[src/rtl/loader_pkg.sv]
// Shared types and constants for the instruction-memory boot loader.
package loader_pkg;

  // Loader states; encodings are visible on the debug state port.
  typedef enum logic [2:0] {
    IDLE   = 3'd0,
    LEN_LO = 3'd1,
    LEN_HI = 3'd2,
    DATA   = 3'd3,
    WRITE  = 3'd4,
    CSUM   = 3'd5,
    DONE   = 3'd6,
    ERROR  = 3'd7
  } state_t;

  // Frame start marker.
  localparam logic [7:0] SYNC_BYTE = 8'hA5;

  // Framing overhead: sync + two length bytes before the payload, one checksum byte after.
  localparam int HDR_BYTES  = 3;
  localparam int CSUM_BYTES = 1;

endpackage

[src/rtl/imem_loader_assembler.sv]
// Byte-to-word assembler: packs bytes little-endian into a 32-bit word
// and keeps a running XOR checksum of every byte it is given.
module byte_word_assembler (
  input  logic        clk,
  input  logic        reset,
  input  logic        clear,
  input  logic        enable,
  input  logic [7:0]  data,
  output logic        word_ready,
  output logic [31:0] word,
  output logic [7:0]  csum
);

  logic [1:0] byte_cnt;

  // The next enabled byte lands in the top lane and completes the word.
  assign word_ready = (byte_cnt == 2'd3);

  // Lane counter, lane insert and checksum; clear wins over enable.
  always_ff @(posedge clk or posedge reset) begin
    if (reset) begin
      byte_cnt <= 2'd0;
      word     <= 32'd0;
      csum     <= 8'd0;
    end else if (clear) begin
      byte_cnt <= 2'd0;
      csum     <= 8'd0;
    end else if (enable) begin
      case (byte_cnt)
        2'd0:    word[7:0]   <= data;
        2'd1:    word[15:8]  <= data;
        2'd2:    word[23:16] <= data;
        default: word[31:24] <= data;
      endcase
      csum     <= csum ^ data;
      byte_cnt <= byte_cnt + 2'd1;
    end
  end

endmodule

[src/rtl/imem_loader.sv]
// Boot-time instruction memory loader: parses a framed byte stream,
// writes whole words into instruction memory and holds the core in
// reset until a complete image with a matching checksum has landed.
//
// Byte handshake: a byte is taken on a rising clk edge where both
// rx_valid and rx_ready are high; rx_valid may drop at any time and the
// loader simply waits, holding any partially assembled word.
module imem_loader #(
  parameter int         ADDR_WIDTH = 8,
  parameter logic [7:0] SYNC_BYTE  = loader_pkg::SYNC_BYTE
) (
  input  logic        clk,
  input  logic        reset,
  input  logic [7:0]  rx_data,
  input  logic        rx_valid,
  output logic        rx_ready,
  output logic        imem_we,
  output logic [31:0] imem_addr,
  output logic [31:0] imem_wdata,
  output logic        core_reset,
  output logic        load_done,
  output logic        load_error,
  output logic [2:0]  state
);

  import loader_pkg::*;

  // Largest legal word count: the whole memory.
  localparam logic [16:0] CAPACITY = 17'd1 << ADDR_WIDTH;

  state_t                state_q, state_next;
  logic                  ready_q;
  logic [7:0]            len_lo;
  logic [15:0]           n_q;
  logic [ADDR_WIDTH:0]   word_idx;
  logic                  accept;
  logic [15:0]           n_rx;
  logic [16:0]           idx_next;
  logic                  asm_clear;
  logic                  asm_enable;
  logic                  word_ready;
  logic [31:0]           word;
  logic [7:0]            csum;

  assign accept   = rx_valid && rx_ready;
  assign n_rx     = {rx_data, len_lo};
  assign idx_next = 17'(word_idx) + 17'd1;

  // Ready comes up one clock after reset leaves, and drops for the write cycle.
  assign rx_ready   = ready_q && (state_q != WRITE);
  assign imem_addr  = {{(30 - ADDR_WIDTH){1'b0}}, word_idx[ADDR_WIDTH-1:0], 2'b00};
  assign imem_wdata = word;
  assign state      = state_q;

  byte_word_assembler u_assembler (
    .clk        (clk),
    .reset      (reset),
    .clear      (asm_clear),
    .enable     (asm_enable),
    .data       (rx_data),
    .word_ready (word_ready),
    .word       (word),
    .csum       (csum)
  );

  // Next-state decode and assembler controls.
  always_comb begin
    state_next = state_q;
    asm_clear  = 1'b0;
    asm_enable = 1'b0;
    case (state_q)
      IDLE, DONE, ERROR: begin
        if (accept && (rx_data == SYNC_BYTE)) state_next = LEN_LO;
      end
      LEN_LO: begin
        if (accept) state_next = LEN_HI;
      end
      LEN_HI: begin
        if (accept) begin
          asm_clear = 1'b1;
          if (n_rx == 16'd0)                 state_next = CSUM;
          else if ({1'b0, n_rx} > CAPACITY) state_next = ERROR;
          else                               state_next = DATA;
        end
      end
      DATA: begin
        if (accept) begin
          asm_enable = 1'b1;
          if (word_ready) state_next = WRITE;
        end
      end
      WRITE: begin
        if (idx_next == {1'b0, n_q}) state_next = CSUM;
        else                         state_next = DATA;
      end
      CSUM: begin
        if (accept) state_next = (rx_data == csum) ? DONE : ERROR;
      end
      default: state_next = IDLE;
    endcase
  end

  // State register and the post-reset ready enable.
  always_ff @(posedge clk or posedge reset) begin
    if (reset) begin
      state_q <= IDLE;
      ready_q <= 1'b0;
    end else begin
      state_q <= state_next;
      ready_q <= 1'b1;
    end
  end

  // Length capture and word index; the index restarts with each new length.
  always_ff @(posedge clk or posedge reset) begin
    if (reset) begin
      len_lo   <= 8'd0;
      n_q      <= 16'd0;
      word_idx <= '0;
    end else begin
      if ((state_q == LEN_LO) && accept) len_lo <= rx_data;
      if ((state_q == LEN_HI) && accept) begin
        n_q      <= n_rx;
        word_idx <= '0;
      end
      if (state_q == WRITE) word_idx <= word_idx + 1'b1;
    end
  end

  // Registered status outputs, aligned with the state they describe.
  always_ff @(posedge clk or posedge reset) begin
    if (reset) begin
      imem_we    <= 1'b0;
      core_reset <= 1'b1;
      load_done  <= 1'b0;
      load_error <= 1'b0;
    end else begin
      imem_we    <= (state_next == WRITE);
      core_reset <= (state_next != DONE);
      load_done  <= (state_next == DONE);
      load_error <= (state_next == ERROR);
    end
  end

endmodule

[config.mk]
export PLATFORM = sky130hd
export DESIGN_NAME = imem_loader
export DESIGN_NICKNAME = d
export VERILOG_FILES = /design/src/rtl/loader_pkg.sv /design/src/rtl/imem_loader_assembler.sv /design/src/rtl/imem_loader.sv
export SDC_FILE = /design/constraint.sdc
export NUM_CORES = 1
export LEC_CHECK = 0
export ABC_AREA = 1
export CAP_MARGIN = 25
export CORE_MARGIN = 2
export CORE_UTILIZATION = 39
export DETAILED_ROUTE_END_ITERATION = 10
export PLACE_DENSITY_LB_ADDON = 0.12
export SLEW_MARGIN = 40
export SYNTH_ARGS = -nofsm -noshare
export SYNTH_HDL_FRONTEND = slang
export SYNTH_SLANG_ARGS = --single-unit
export TNS_END_PERCENT = 50
[constraint.sdc]
create_clock -name clk -period 2.6 [get_ports clk]
set_clock_uncertainty 0.2 [all_clocks]
set_input_delay 0.39 -clock clk [delete_from_list [all_inputs] [get_ports clk]]
set_output_delay 0.39 -clock clk [all_outputs]
set_load 0.02 [all_outputs]
==> metrics.md <==
| Metric | Value |
|---|---|
| WP data required | 2010 ps |
| Achievable Freq | 0.432 GHz |
| Hold Vio Cnt, Final | 0 |
| Reg2reg end | load_error |
| FILL cells | 999 |
| Antenna violations before repair | 0 |
| Placeable Area | 0.0103 mm^2 |
| Post-route ant nets | 0 |
| Register bit total from synthesis | 83 |
| Post-Synthesis Cell Area | 0.00411 mm^2 |
| Critical Path End Type | output pin |
| Top cell type's share of synthesized area | 0.499 |
| # IOs | 83 |
| Largest net degree at the start of global routing | 66 |
| Met1 Usage GRT | 0.239 |
| Critical Path AT | 1720 ps |
| Clock slew at reported path FFs | 90 ps |
| Post-CTS Setup Bufs | 0 |
| Post-route clock period utilization | 0.890 |
| Area delta synth->final | 20.5% |
| Setup CP Type | flop to output pin |
| Drt drc | 0 |
| Design Power | 0.00560 W |
| Routed vias | 3129 |
| Post-synth cell types | 33 |
| Initial core utilization | 0.400 |
| CTS sink cnt | 83 |
| Met3 Use GR | 0.0541 |
| H-Tree Depth | 3 |
| Iteration-0 DRC Markers | 127 |
| Number of hold buffers added after cts | 0 |
| Placed Cells | 662 |
| Sequential share of the synthesized area | 0.506 |
| Synth top area cells | dfrtp_1 (50%), nand2_1 (11%), o21ai_0 (7.9%) |
| Levels on crit path | 5 |
| Inserted Clock Buffers | 9 |
| Post-CTS Resized | 0 |
| HPWL after DPL | 6550 um |
| Synth Instances | 476 |
| Status | finished clean |
| Final Setup Violations | 0 |
| M2 GR Usage | 0.263 |
| Nets | 554 |
| Die Area | 0.0114 mm^2 |
| Layout cell share with drive strength beyond 1 | 0.0923 |
| HP Class | input pin to async pin |
| Site row count | 37 |
| Global route total overflow | 0 |
| Final setup margin | 287 ps |
| Worst VDD drop | 0.000568 V |
| Non-filler instance count after layout | 678 |
| Number of antenna diodes | 0 |
| CTS tree | done |
| Pleak | 2.40 nW |
| Worst Reg-to-Reg Cells | 12 |
| Reg2reg setup slack | 410 ps |
| Wire per inst | 13.6 um |
| Ys Warns | 0 |
| Worst Setup Start Kind | flop |
| Cell Chain, Critical Path | inv_2, nand2_2, nor2_4, nor2_1, clkdlybuf4s50_1 |
| Worst r2r src | word_idx[0] |
| Die width | 107 um |
| Routability congestion estimate | 0.882 |
| Port buffer count | 58 |
| Synth Flop Type | dfrtp_1 |
| CP delay by family, top | buffers and inverters |
| Number of global-route vias before repair | 3099 |
| Critical-path maximum fanout | 4 |
| GRT Util Overall | 0.173 |
| Avg Inst Size Synth | 8.63 um^2 |
| Crit path time final | 2310 ps |
| Post-DR vias/cell | 4.62 |
| Clk_lat worst skew | 360 ps |
| Async SR Flop Fraction | 1.00 |
| Root Driver | clkbuf_8 |
| Slew Viols, Final | 0 |
| Worst hold margin | 253 ps |
| RSZ-0062 raised after global routing | no |
| Die Span Y | 107 um |
| Setup TNS | 0 ps |
| Max-cap violations | 0 |
| First-pass GRT wire length | 15500 um |
| Post-Route WL | 9190 um |
| Power density cells | 1130 mW/mm^2 |
| Gr busiest metal | met2 |
| Slowest CP cell | clkdlybuf4s50_1 |
| Length of the first detailed-routing pass in iterations | 4 |
| Worst Path Buf+Inv | 2 |
| EDFF count, synth | 0 |
| Yosys top cell by area | dfrtp_1 |
| Max incr delay on CP | 620 ps |
| Bufs on Longest Clock Path | 2 |
| Pre-CTS setup slack | 268 ps |
==> worst max-delay path by stage <==
stage                    start    endpoint  slack, ps
CTS                   state[1]    rx_ready        260
global placement    rx_data[1]  load_error        280
floorplan             state[1]  load_error        490
finish                state[1]    rx_ready        290
detailed placement  rx_data[2]  load_error        270
global route          state[1]    rx_ready        190
==> routing by layer <==
metal,vias to the layer above,share of wire
met5,-,0
met4,0,0.013
met1,1456,0.48
met2,71,0.45
li1,1591,-
met3,11,0.057
==> synthesized netlist by cell type, types with 2 or more instances <==
library cell  number
nand2_4            6
or2_2              3
nand2_1          124
dfrtp_1           82
buf_6              4
buf_4             32
nor2_1            22
nor3_1             3
nand3_2            3
nor2_4             2
ha_1               6
nand3b_1           2
o22ai_1            5
nand2_2            3
o21ai_0           65
xor2_1             4
o21ai_1            5
a22o_1             4
inv_1             48
nor2_2             4
nand3_1           22
xnor2_1            5
conb_1             2
clkbuf_1           4
a21oi_1            3
nand4_1            6
==> sequential cells by signal (all words and copies together), names as in the netlist <==
name	cells
u_assembler.word	32
n_q	16
word_idx	9
len_lo	8
u_assembler.csum	8
state	3
u_assembler.byte_cnt	2
core_reset	1
imem_we	1
load_done	1
load_error	1
ready_q	1
==> layout by cell type, fill, tap and decap left out, types with 2 or more instances in the layout <==
cell type        synthesis  routed
nand2_1                124     124
dfrtp_1                 82      82
o21ai_0                 65      65
clkdlybuf4s50_1          0      58
inv_1                   48      47
conb_1                   2      25
nor2_1                  22      22
nand3_1                 22      22
clkbuf_8                 0       9
buf_4                   32       8
nand2_4                  6       6
nand4_1                  6       6
ha_1                     6       6
xnor2_1                  5       5
o22ai_1                  5       5
o21ai_1                  5       5
nor2_2                   4       4
xor2_1                   4       4
a22o_1                   4       4
nand2_2                  3       3
or2_2                    3       3
nand3_2                  3       3
a21oi_1                  3       3
nor3_1                   3       3
nor2_4                   2       2
nand3b_1                 2       2
clkinvlp_4               0       2
bufinv_16                0       2
inv_6                    0       2
==> worst register-to-register path: stages, from the launching register on <==
cell and delay, ps:
dfrtp_1 450, ha_1 280, or2_2 310, nand3b_1 80, nand2_1 60, nor2_1 110, nand3_1 70, nor2_1 160
nand2_1 70, nand2_1 70, nand3_2 80, nand2_1 90, nor2_1 40
==> cell families (layout without fill, tap and decap cells) <==
group / Yosys count / after routing / share of synthesized area
xor gates and xnor gates: 9 / 9 / 0.0192
DFF: 83 / 83 / 0.506
and+or+nand+nor: 201 / 201 / 0.225
AOI/OAI and AO/OA: 84 / 84 / 0.109
adders and majority gates: 6 / 6 / 0.0183
other: 2 / 25 / 0.00183
buffers and inverters: 91 / 134 / 0.121
==> where the power goes <==
group	internal [W]	leakage, nW	total [W]	switching, W
sequential	0.00182	1.09	0.00221	0.000398
combinational	0.00101	1.20	0.00232	0.00132
clock	0.000555	0.109	0.00106	0.000504
==> layout make-up <==
cell class / count / area (um^2) / area share
inverters: 51 / 200 / 0.0404
multi-input cells: 325 / 1620 / 0.327
clock inverters: 6 / 96.3 / 0.0194
well taps: 136 / 170 / 0.0343
repair buffers: 67 / 661 / 0.133
clock buffers: 10 / 128 / 0.0258
flip-flops and latches: 83 / 2080 / 0.419
==> per-stage QoR <==
step | util | instance area, um^2
2_1_floorplan | - | 4200
3_3_place_gp | 0.460 | 4730
3_5_place_dp | 0.460 | 4730
4_1_cts | 0.482 | 4950
5_1_grt | 0.482 | 4950
6_report | 0.482 | 4950
Power figures use the tool's default switching activity.
